**src/rtl/multicycle_control_fsm_if.sv**
```systemverilog
// SigmaCore multicycle control bundle: IR/zero in, datapath controls out.
// master = control FSM side, slave = datapath side.
interface multicycle_control_fsm_if;
   logic [31:0] instruction_in;
   logic        alu_zero_flag_in;
   logic        pc_write;
   logic        ir_write;
   logic        reg_write;
   logic        mem_write;
   logic        mem_read;
   logic        reg_a_write;
   logic        reg_b_write;
   logic        alu_out_write;
   logic [1:0]  pc_source;
   logic        mem_to_reg;
   logic        alu_src_a;
   logic [1:0]  alu_src_b;
   logic [2:0]  imm_src;
   logic [1:0]  alu_op_type;
   logic        illegal_instr;
   logic [3:0]  state_out;
   logic [31:0] instret_count;

   modport master (
      input  instruction_in, alu_zero_flag_in,
      output pc_write, ir_write, reg_write,
      output mem_write, mem_read,
      output reg_a_write, reg_b_write,
      output alu_out_write, pc_source,
      output mem_to_reg, alu_src_a, alu_src_b,
      output imm_src, alu_op_type,
      output illegal_instr, state_out,
      output instret_count
   );

   modport slave (
      output instruction_in, alu_zero_flag_in,
      input  pc_write, ir_write, reg_write,
      input  mem_write, mem_read,
      input  reg_a_write, reg_b_write,
      input  alu_out_write, pc_source,
      input  mem_to_reg, alu_src_a, alu_src_b,
      input  imm_src, alu_op_type,
      input  illegal_instr, state_out,
      input  instret_count
   );
endinterface

```
**src/rtl/multicycle_control_fsm.sv**
```systemverilog
// SigmaCore multicycle Moore control FSM (RV32I subset, sticky trap).
// Optional retired-instruction counter: define SIGMA_CTRL_INSTRET_EN.
module multicycle_control_fsm #(
   parameter int IMEM_WAIT_CYCLES = 0,
   parameter int DMEM_WAIT_CYCLES = 0
) (
   input logic clk,
   input logic reset_n,
   multicycle_control_fsm_if.master ctrl
);

   typedef enum logic [3:0] {
      S_FETCH     = 4'd0,
      S_DECODE    = 4'd1,
      S_EXEC_R    = 4'd2,
      S_EXEC_I    = 4'd3,
      S_MEM_ADDR  = 4'd4,
      S_MEM_READ  = 4'd5,
      S_MEM_WRITE = 4'd6,
      S_MEM_WB    = 4'd7,
      S_ALU_WB    = 4'd8,
      S_BRANCH    = 4'd9,
      S_PC_INC    = 4'd10,
      S_EXEC_JALR = 4'd11,
      S_JUMP      = 4'd12,
      S_JUMP_WB   = 4'd13,
      S_TRAP      = 4'd14
   } state_t;

   localparam logic [6:0] OP_R     = 7'b0110011;
   localparam logic [6:0] OP_I     = 7'b0010011;
   localparam logic [6:0] OP_LOAD  = 7'b0000011;
   localparam logic [6:0] OP_STORE = 7'b0100011;
   localparam logic [6:0] OP_BR    = 7'b1100011;
   localparam logic [6:0] OP_JAL   = 7'b1101111;
   localparam logic [6:0] OP_JALR  = 7'b1100111;
   localparam logic [6:0] OP_AUIPC = 7'b0010111;

   state_t      state;
   state_t      nxt;
   logic [15:0] wait_cnt;
   logic        illegal;
   logic [6:0]  opcode;
   logic [2:0]  funct3;
   logic        last_fetch;
   logic        last_read;
   logic        unused_bits;

   assign opcode      = ctrl.instruction_in[6:0];
   assign funct3      = ctrl.instruction_in[14:12];
   assign unused_bits = ^{ctrl.instruction_in[31:15],
                          ctrl.instruction_in[11:7]};
   assign last_fetch  = (wait_cnt == 16'(IMEM_WAIT_CYCLES));
   assign last_read   = (wait_cnt == 16'(DMEM_WAIT_CYCLES));

   // One shared wait counter; it restarts on every state change.
   always_ff @(posedge clk) begin
      if (!reset_n) begin
         state    <= S_FETCH;
         wait_cnt <= '0;
         illegal  <= 1'b0;
      end else begin
         state <= nxt;
         if (nxt != state)
            wait_cnt <= '0;
         else if (state == S_FETCH || state == S_MEM_READ)
            wait_cnt <= wait_cnt + 16'd1;
         if (nxt == S_TRAP)
            illegal <= 1'b1;
      end
   end

   always_comb begin
      nxt                = state;
      ctrl.pc_write      = 1'b0;
      ctrl.ir_write      = 1'b0;
      ctrl.reg_write     = 1'b0;
      ctrl.mem_write     = 1'b0;
      ctrl.mem_read      = 1'b0;
      ctrl.reg_a_write   = 1'b0;
      ctrl.reg_b_write   = 1'b0;
      ctrl.alu_out_write = 1'b0;
      ctrl.pc_source     = 2'b00;
      ctrl.mem_to_reg    = 1'b0;
      ctrl.alu_src_a     = 1'b0;
      ctrl.alu_src_b     = 2'b00;
      ctrl.imm_src       = 3'b000;
      ctrl.alu_op_type   = 2'b00;
      unique case (state)
         S_FETCH: begin
            if (last_fetch) begin
               ctrl.ir_write = 1'b1;
               nxt = S_DECODE;
            end
         end
         S_DECODE: begin
            ctrl.reg_a_write   = 1'b1;
            ctrl.reg_b_write   = 1'b1;
            ctrl.alu_src_a     = 1'b1;
            ctrl.alu_src_b     = 2'b01;
            ctrl.alu_out_write = 1'b1;
            case (opcode)
               OP_BR:    ctrl.imm_src = 3'b010;
               OP_JAL:   ctrl.imm_src = 3'b100;
               OP_AUIPC: ctrl.imm_src = 3'b011;
               default:  ctrl.imm_src = 3'b000;
            endcase
            case (opcode)
               OP_R:     nxt = S_EXEC_R;
               OP_I:     nxt = S_EXEC_I;
               OP_LOAD,
               OP_STORE: nxt = S_MEM_ADDR;
               OP_BR:    nxt = (funct3[2:1] == 2'b00) ?
                               S_BRANCH : S_TRAP;
               OP_JAL:   nxt = S_JUMP;
               OP_JALR:  nxt = S_EXEC_JALR;
               OP_AUIPC: nxt = S_ALU_WB;
               default:  nxt = S_TRAP;
            endcase
         end
         S_EXEC_R: begin
            ctrl.alu_op_type   = 2'b10;
            ctrl.alu_out_write = 1'b1;
            nxt = S_ALU_WB;
         end
         S_EXEC_I: begin
            ctrl.alu_op_type   = 2'b11;
            ctrl.alu_src_b     = 2'b01;
            ctrl.alu_out_write = 1'b1;
            nxt = S_ALU_WB;
         end
         S_MEM_ADDR: begin
            ctrl.alu_src_b     = 2'b01;
            ctrl.alu_out_write = 1'b1;
            if (opcode == OP_STORE) begin
               ctrl.imm_src = 3'b001;
               nxt = S_MEM_WRITE;
            end else begin
               nxt = S_MEM_READ;
            end
         end
         S_MEM_READ: begin
            ctrl.mem_read = 1'b1;
            if (last_read)
               nxt = S_MEM_WB;
         end
         S_MEM_WRITE: begin
            ctrl.mem_write = 1'b1;
            ctrl.alu_src_a = 1'b1;
            ctrl.alu_src_b = 2'b10;
            ctrl.pc_write  = 1'b1;
            nxt = S_FETCH;
         end
         S_MEM_WB: begin
            ctrl.reg_write  = 1'b1;
            ctrl.mem_to_reg = 1'b1;
            ctrl.alu_src_a  = 1'b1;
            ctrl.alu_src_b  = 2'b10;
            ctrl.pc_write   = 1'b1;
            nxt = S_FETCH;
         end
         S_ALU_WB: begin
            ctrl.reg_write = 1'b1;
            ctrl.alu_src_a = 1'b1;
            ctrl.alu_src_b = 2'b10;
            ctrl.pc_write  = 1'b1;
            nxt = S_FETCH;
         end
         S_BRANCH: begin
            ctrl.alu_op_type = 2'b01;
            // BNE (funct3[0]=1) inverts the sense of the zero flag
            if (ctrl.alu_zero_flag_in ^ funct3[0]) begin
               ctrl.pc_write  = 1'b1;
               ctrl.pc_source = 2'b01;
               nxt = S_FETCH;
            end else begin
               nxt = S_PC_INC;
            end
         end
         S_PC_INC: begin
            ctrl.alu_src_a = 1'b1;
            ctrl.alu_src_b = 2'b10;
            ctrl.pc_write  = 1'b1;
            nxt = S_FETCH;
         end
         S_EXEC_JALR: begin
            ctrl.alu_src_b     = 2'b01;
            ctrl.alu_out_write = 1'b1;
            nxt = S_JUMP;
         end
         S_JUMP: begin
            ctrl.pc_write      = 1'b1;
            ctrl.pc_source     = (opcode == OP_JAL) ?
                                 2'b01 : 2'b10;
            ctrl.alu_src_a     = 1'b1;
            ctrl.alu_src_b     = 2'b10;
            ctrl.alu_out_write = 1'b1;
            nxt = S_JUMP_WB;
         end
         S_JUMP_WB: begin
            ctrl.reg_write = 1'b1;
            nxt = S_FETCH;
         end
         S_TRAP: nxt = S_TRAP;
         default: nxt = S_FETCH;
      endcase
      // Reset cycle must never leave a partial write behind
      if (!reset_n) begin
         ctrl.pc_write      = 1'b0;
         ctrl.ir_write      = 1'b0;
         ctrl.reg_write     = 1'b0;
         ctrl.mem_write     = 1'b0;
         ctrl.mem_read      = 1'b0;
         ctrl.reg_a_write   = 1'b0;
         ctrl.reg_b_write   = 1'b0;
         ctrl.alu_out_write = 1'b0;
      end
   end

   assign ctrl.illegal_instr = illegal;
   assign ctrl.state_out     = state;

`ifdef SIGMA_CTRL_INSTRET_EN
   logic [31:0] instret;

   always_ff @(posedge clk) begin
      if (!reset_n)
         instret <= '0;
      else if (nxt == S_FETCH && state != S_FETCH &&
               state != S_TRAP)
         instret <= instret + 32'd1;
   end

   assign ctrl.instret_count = instret;
`else
   assign ctrl.instret_count = '0;
`endif

endmodule
```
**src/flat_wrapper.sv**
```systemverilog
// flat-port wrapper written by rule: the top's interface ports become plain ports
module multicycle_control_fsm_flat 
#(
   parameter int IMEM_WAIT_CYCLES = 0,
   parameter int DMEM_WAIT_CYCLES = 0
)
  (clk, reset_n, ctrl_instruction_in, ctrl_alu_zero_flag_in, ctrl_pc_write, ctrl_ir_write, ctrl_reg_write, ctrl_mem_write, ctrl_mem_read, ctrl_reg_a_write, ctrl_reg_b_write, ctrl_alu_out_write, ctrl_pc_source, ctrl_mem_to_reg, ctrl_alu_src_a, ctrl_alu_src_b, ctrl_imm_src, ctrl_alu_op_type, ctrl_illegal_instr, ctrl_state_out, ctrl_instret_count);
  multicycle_control_fsm_if ctrl_i ();
  input logic clk;
  input logic reset_n;
  input wire logic [$bits(ctrl_i.instruction_in)-1:0] ctrl_instruction_in;
  input wire logic [$bits(ctrl_i.alu_zero_flag_in)-1:0] ctrl_alu_zero_flag_in;
  output wire logic [$bits(ctrl_i.pc_write)-1:0] ctrl_pc_write;
  output wire logic [$bits(ctrl_i.ir_write)-1:0] ctrl_ir_write;
  output wire logic [$bits(ctrl_i.reg_write)-1:0] ctrl_reg_write;
  output wire logic [$bits(ctrl_i.mem_write)-1:0] ctrl_mem_write;
  output wire logic [$bits(ctrl_i.mem_read)-1:0] ctrl_mem_read;
  output wire logic [$bits(ctrl_i.reg_a_write)-1:0] ctrl_reg_a_write;
  output wire logic [$bits(ctrl_i.reg_b_write)-1:0] ctrl_reg_b_write;
  output wire logic [$bits(ctrl_i.alu_out_write)-1:0] ctrl_alu_out_write;
  output wire logic [$bits(ctrl_i.pc_source)-1:0] ctrl_pc_source;
  output wire logic [$bits(ctrl_i.mem_to_reg)-1:0] ctrl_mem_to_reg;
  output wire logic [$bits(ctrl_i.alu_src_a)-1:0] ctrl_alu_src_a;
  output wire logic [$bits(ctrl_i.alu_src_b)-1:0] ctrl_alu_src_b;
  output wire logic [$bits(ctrl_i.imm_src)-1:0] ctrl_imm_src;
  output wire logic [$bits(ctrl_i.alu_op_type)-1:0] ctrl_alu_op_type;
  output wire logic [$bits(ctrl_i.illegal_instr)-1:0] ctrl_illegal_instr;
  output wire logic [$bits(ctrl_i.state_out)-1:0] ctrl_state_out;
  output wire logic [$bits(ctrl_i.instret_count)-1:0] ctrl_instret_count;
  assign ctrl_i.instruction_in = ctrl_instruction_in;
  assign ctrl_i.alu_zero_flag_in = ctrl_alu_zero_flag_in;
  assign ctrl_pc_write = ctrl_i.pc_write;
  assign ctrl_ir_write = ctrl_i.ir_write;
  assign ctrl_reg_write = ctrl_i.reg_write;
  assign ctrl_mem_write = ctrl_i.mem_write;
  assign ctrl_mem_read = ctrl_i.mem_read;
  assign ctrl_reg_a_write = ctrl_i.reg_a_write;
  assign ctrl_reg_b_write = ctrl_i.reg_b_write;
  assign ctrl_alu_out_write = ctrl_i.alu_out_write;
  assign ctrl_pc_source = ctrl_i.pc_source;
  assign ctrl_mem_to_reg = ctrl_i.mem_to_reg;
  assign ctrl_alu_src_a = ctrl_i.alu_src_a;
  assign ctrl_alu_src_b = ctrl_i.alu_src_b;
  assign ctrl_imm_src = ctrl_i.imm_src;
  assign ctrl_alu_op_type = ctrl_i.alu_op_type;
  assign ctrl_illegal_instr = ctrl_i.illegal_instr;
  assign ctrl_state_out = ctrl_i.state_out;
  assign ctrl_instret_count = ctrl_i.instret_count;
  multicycle_control_fsm #(.IMEM_WAIT_CYCLES(IMEM_WAIT_CYCLES), .DMEM_WAIT_CYCLES(DMEM_WAIT_CYCLES)) u_core (.clk(clk), .reset_n(reset_n), .ctrl(ctrl_i));
endmodule
```
**config.mk**
```make
export PLATFORM = sky130hd
export DESIGN_NAME = multicycle_control_fsm_flat
export DESIGN_NICKNAME = d
export VERILOG_FILES = /design/src/rtl/multicycle_control_fsm_if.sv /design/src/rtl/multicycle_control_fsm.sv /design/src/flat_wrapper.sv
export SDC_FILE = /design/constraint.sdc
export NUM_CORES = 1
export LEC_CHECK = 0
export ABC_CLOCK_PERIOD_IN_PS = 2600
export CAP_MARGIN = 20
export CORE_MARGIN = 1
export CORE_UTILIZATION = 41
export CTS_CLUSTER_SIZE = 25
export DETAILED_ROUTE_END_ITERATION = 8
export PLACE_DENSITY = 0.82
export SLEW_MARGIN = 15
export SYNTH_ARGS = -nofsm -noshare
export SYNTH_HDL_FRONTEND = slang
export SYNTH_SLANG_ARGS = --single-unit
```
**constraint.sdc**
```tcl
create_clock -name clk -period 2.6 [get_ports clk]
set_clock_uncertainty 0.05 [all_clocks]
set_input_delay 0.52 -clock clk [delete_from_list [all_inputs] [get_ports clk]]
set_output_delay 0.52 -clock clk [all_outputs]
set_load 0.02 [all_outputs]
```
* Yosys cells after proc, flatten, opt, wreduce, memory -nomap -nowiden
Index checks and enable logic that the tools add are counted.
** Storage, ports and cells
- Flip-flop bits (word level) :: 21
- Output and inout port bits :: 56
- Logic and storage cells :: 75
** Cells by class
- $add $sub $neg :: 1
- Equal/unequal tests :: 24
- Muxes and demuxes :: 33
- Bitwise logic cells :: 2
- Reductions and logical operators :: 12
** Operator list (number)
- case mux 4 bit (9 select lines) :: 1
- equality test 4 bit, second input constant :: 8
- case mux 4 bit (7 select lines) :: 1
- equality test 7 bit, second input constant :: 3
- 2-to-1 mux 1 bit :: 19
- adder 16 x 1 -> 16 bit, second input constant :: 1
- equality test 4 x 3 -> 1 bit, second input constant :: 4
- zero test 16 bit :: 1
- equality test 7 x 5 -> 1 bit, second input constant :: 2
- equality test 7 x 6 -> 1 bit, second input constant :: 2
- 2-to-1 mux 4 bit :: 3
- OR reduction 6 bit :: 2
- case mux 3 bit (3 select lines) :: 1
- equality test 4 x 2 -> 1 bit, second input constant :: 2
- case mux 2 bit (2 select lines) :: 2
- equality test 7 x 2 -> 1 bit, second input constant :: 1
- case mux 2 bit (3 select lines) :: 1
- case mux 3 bit (2 select lines) :: 1
- OR reduction 2 bit :: 3
- OR reduction 5 bit :: 1
- equality test 4 x 1 -> 1 bit, second input constant :: 1
- zero test 4 bit :: 1
- 2-to-1 mux 2 bit :: 2
- inequality test 4 bit :: 1
- other kinds (8) :: 8

* Depth between registers and ports, before layout
- Word-level depth :: 6
- Gate-level depth with buffers :: 9

* Worst setup path after synthesis
OpenSTA, ideal clock, no wires.
- Path type :: register -> output
- Start point :: reg u_core.state[1], in the netlist u_core.ctrl.state_out[1]
- End point :: out ctrl_imm_src[0]
- Arrival time :: 1.767 ns
- Slack :: 0.263 ns
- Cell stages (with the launch flop) :: 5
- Path buffers :: 1
- Cell sequence :: dfxtp_1 -> buf_2 -> nor2b_1 -> nand2_1 -> o41ai_1
** On the way
- Cells in the longest elaborated chain, start to end :: 2
** RTL lines
- start: declaration :: line multicycle_control_fsm.sv:39 : state_t state;
- start signal: assignment :: line multicycle_control_fsm.sv:63 : state <= nxt;
- equality test 4 x 3 -> 1 bit / equality test 4 x 1 -> 1 bit (equally long branches) :: line multicycle_control_fsm.sv:89 : unique case (state)
- case mux 3 bit (2 select lines) (*) :: line multicycle_control_fsm.sv:89
- end: declaration :: line flat_wrapper.sv:25 : output wire logic [$bits(ctrl_i.imm_src)-1:0] ctrl_imm_src;
Every way passes the cells marked *; elsewhere a longest branch is shown, timed or not.

* Worst setup path after layout
- Start point :: in ctrl_instruction_in[4]
- End point :: out ctrl_pc_source[1]
** On the way
- Cells in the longest elaborated chain, start to end :: 3
** RTL lines
- start: declaration :: line flat_wrapper.sv:11 : input wire logic [$bits(ctrl_i.instruction_in)-1:0] ctrl_instruction_in;
- equality test 7 bit :: line multicycle_control_fsm.sv:193 : ctrl.pc_source = (opcode == OP_JAL) ?
- 2-to-1 mux 2 bit :: line multicycle_control_fsm.sv:193
- case mux 2 bit (2 select lines) :: line multicycle_control_fsm.sv:89
- end: declaration :: line flat_wrapper.sv:21 : output wire logic [$bits(ctrl_i.pc_source)-1:0] ctrl_pc_source;
No other way between the ends.

==> results.py <==
metrics = {
    "run_status": {
        "outcome": "finished, final reports clean",
    },
    "power_and_ir_drop": {
        "vdd_drop_max_uv": 347,
        "seqPwrFrac_pct": 22.2,
        "p_total_mw": 1.85,
        "intPower_uw": 993,
        "combPwrFrac_pct": 66.3,
        "power.leakage_nw": 1.02,
        "p_per_area_nw_per_um2": 759,
        "p_sw_uw": 857,
        "clockPowerShare_pct": 11.5,
        "switching_share_pct": 46.3,
    },
    "layout": {
        "antenna_cells": 0,
        "layout_common_cells": "32 x conb_1, 30 x nor2_1, 28 x buf_4",
        "syn_to_final_growth_pct": 27.8,
        "final_common_cell": "conb_1",
        "drive_gt1_share_pct": 21.8,
        "utilization_pct": 55.2,
        "fin_nets": 341,
    },
    "critical_path": {
        "regToRegSetupSlack_ns": 0.56,
        "cp_max_fo": 3,
        "crit_required_ns": 2.03,
        "critical_path_class": "in -> out",
        "arrival_ns": 1.97,
        "endpoint_kind": "output port",
        "startpoint_type": "input pin",
    },
    "yosys": {
        "ys.flop_type": "dfxtp_1",
        "ys_seq_area_share_pct": 22.0,
        "synth-async-reset-ratio_pct": 0,
        "synth_area_um2": 1910,
        "ys_warn_count": 0,
        "synth_edf_count": 0,
        "syn_area_per_cell_um2": 7.73,
        "synthCells": 247,
        "ys_types": 55,
        "ys_seq_elements": 21,
    },
    "route": {
        "wl_per_cell_um": 12.3,
        "num_vias": 1814,
        "drt_pass1_iterations": 4,
        "drtAntennaViolNets": 0,
        "drc": 0,
        "post_drt_via_cell_ratio": 5.11,
        "totalWireLength_um": 4370,
        "dr.first_iter.drc_count": 120,
    },
    "global_route": {
        "track_usage_pct": 17.2,
        "grt_max_degree": 17,
        "grt_pass1_vias": 1555,
        "antenna_found_initial": 0,
        "gr-total-overflow": 0,
        "grt_pass1_wl_um": 6880,
    },
    "sta": {
        "setup_viol": 0,
        "finalHoldViolCount": 0,
        "worst_pin_slew_ns": 0.464,
        "post-route-period-util_pct": 97.7,
        "clock.fmax_mhz": 394,
        "drv_slew": 0,
        "grt_setup_unrepaired": "true",
        "slew_headroom_pct": 68.3,
        "period_needed_ns": 2.54,
    },
    "floorplanning": {
        "initial_core_util_pct": 43.2,
        "die_width_um": 70.2,
        "die_h_um": 70.2,
        "ios": 91,
        "core_region_area_um2": 4410,
        "fp.dieArea_um2": 4930,
        "num_rows": 24,
    },
    "cts": {
        "postCtsSetupBuffers": 0,
        "htree_levels": 1,
        "cts_buffer_depth": 2,
        "cts_tree": "built",
        "clock-root-buffer": "clkbuf_8",
        "clk_latency_ns": 0.26,
        "cts-hold-fix-buffers": 0,
        "clkSinkCount": 21,
        "cts_buffers": 3,
        "cts.clk_slew.worst_paths_ns": 0.07,
    },
    "placed_design": {
        "dp_hpwl_um": 3320,
        "port_buffers": 36,
        "gp_congestion": 0.831,
    },
    "hold_path": {
        "worst_hold_path_type": "reg -> reg",
    },
    "run": {
        "drv_cap": 0,
    },
}
[worst max-delay path: stages]
cell             delay (ns)
clkdlybuf4s50_1        0.45
nand3b_1               0.20
or3_4                  0.36
and4_1                 0.20
clkdlybuf4s15_2        0.25
[final cells by class]
type	count	area, um^2
fillers	424	1980
multi-input cells	206	1300
repair buffers	64	572
flip-flops and latches	21	424
well taps	52	65.1
clock buffers	4	45.0
inverters	8	30.0
[sequential cells by signal (all words and copies together), names as in the netlist]
| register | flops |
|---|---|
| u_core.ctrl.illegal_instr | 1 |
| u_core.ctrl.state_out | 4 |
| u_core.wait_cnt | 16 |
[through the flow]
step	setup TNS [ns]	std cells	setup WS, ns	hold slack [ns]	cell area [um^2]
global placement	-2.72	351	-0.417	0.397	2360
finish	0	355	0.0591	0.414	2440
global route	-0.00963	355	-0.00963	0.445	2440
detailed placement	-3.06	351	-0.457	0.401	2360
floorplan	0	278	0.263	0.417	2020
CTS	0	355	0.0129	0.418	2410
[synth_stat cells (all sizes together) (3+ instances only)]
| master | count | share of area (%) |
|---|---|---|
| nand2b | 6 | 2.0 |
| dfxtp | 21 | 22 |
| and3 | 4 | 1.3 |
| nand4 | 4 | 1.3 |
| and2 | 5 | 1.6 |
| nor3 | 4 | 1.0 |
| nand3 | 8 | 2.1 |
| a21oi | 9 | 2.4 |
| o21ai | 5 | 1.3 |
| buf | 40 | 16 |
| inv | 8 | 1.6 |
| nand2 | 21 | 4.1 |
| xnor2 | 6 | 2.8 |
| o41ai | 4 | 2.6 |
| xor2 | 10 | 4.6 |
| nor4 | 3 | 0.98 |
| clkbuf | 3 | 0.59 |
| nor2b | 3 | 0.98 |
| nor2 | 41 | 11 |
| nor4b | 3 | 1.4 |
[power by group through the flow]
stage	sequential (mW)	combinational (mW)	clock, mW
2_1_floorplan	0.418	0.807	0
3_3_place_gp	0.411	1.20	0
3_5_place_dp	0.411	1.22	0
4_1_cts	0.407	1.22	0.218
5_1_grt	0.417	1.32	0.239
6_report	0.410	1.23	0.213
[timing repair]
item | CTS | global route
endpoints found under the setup margin | 10 | 10
resized for setup | 26 | 11
hold endpoints to repair | 0 | 0
pin swaps | 0 | 1
[per-layer routing]
metal  track usage, %  routed length, um  vias to the layer above
met4             7.78                 76                        0
li1                 -                  -                      905
met3             2.60                222                        7
met2             29.5               2190                       61
met5                0                  0                        -
met1             21.1               1880                      841
[kinds of logic after synthesis]
family | after synthesis | synth area share [%]
AND/OR/NAND/NOR | 114 | 32.8
buffers and inverters | 51 | 18.1
AO/OA/AOI/OAI | 40 | 17.2
flip-flops | 21 | 22.0
XOR/XNOR | 16 | 7.34
adder cells (fa/ha/maj) | 2 | 1.31
multiplexers | 2 | 1.05
other | 1 | 0.197
[path summary, 6_finish.rpt]
check,startpoint,end,cells after the start
max reg2reg,u_core.wait_cnt[0],u_core.wait_cnt[15],9
max,ctrl_instruction_in[4],ctrl_pc_source[1],5
min,u_core.ctrl.illegal_instr,u_core.ctrl.illegal_instr,2
min reg2reg,u_core.ctrl.illegal_instr,u_core.ctrl.illegal_instr,2
Note: power is estimated with default switching activity, not from simulation.
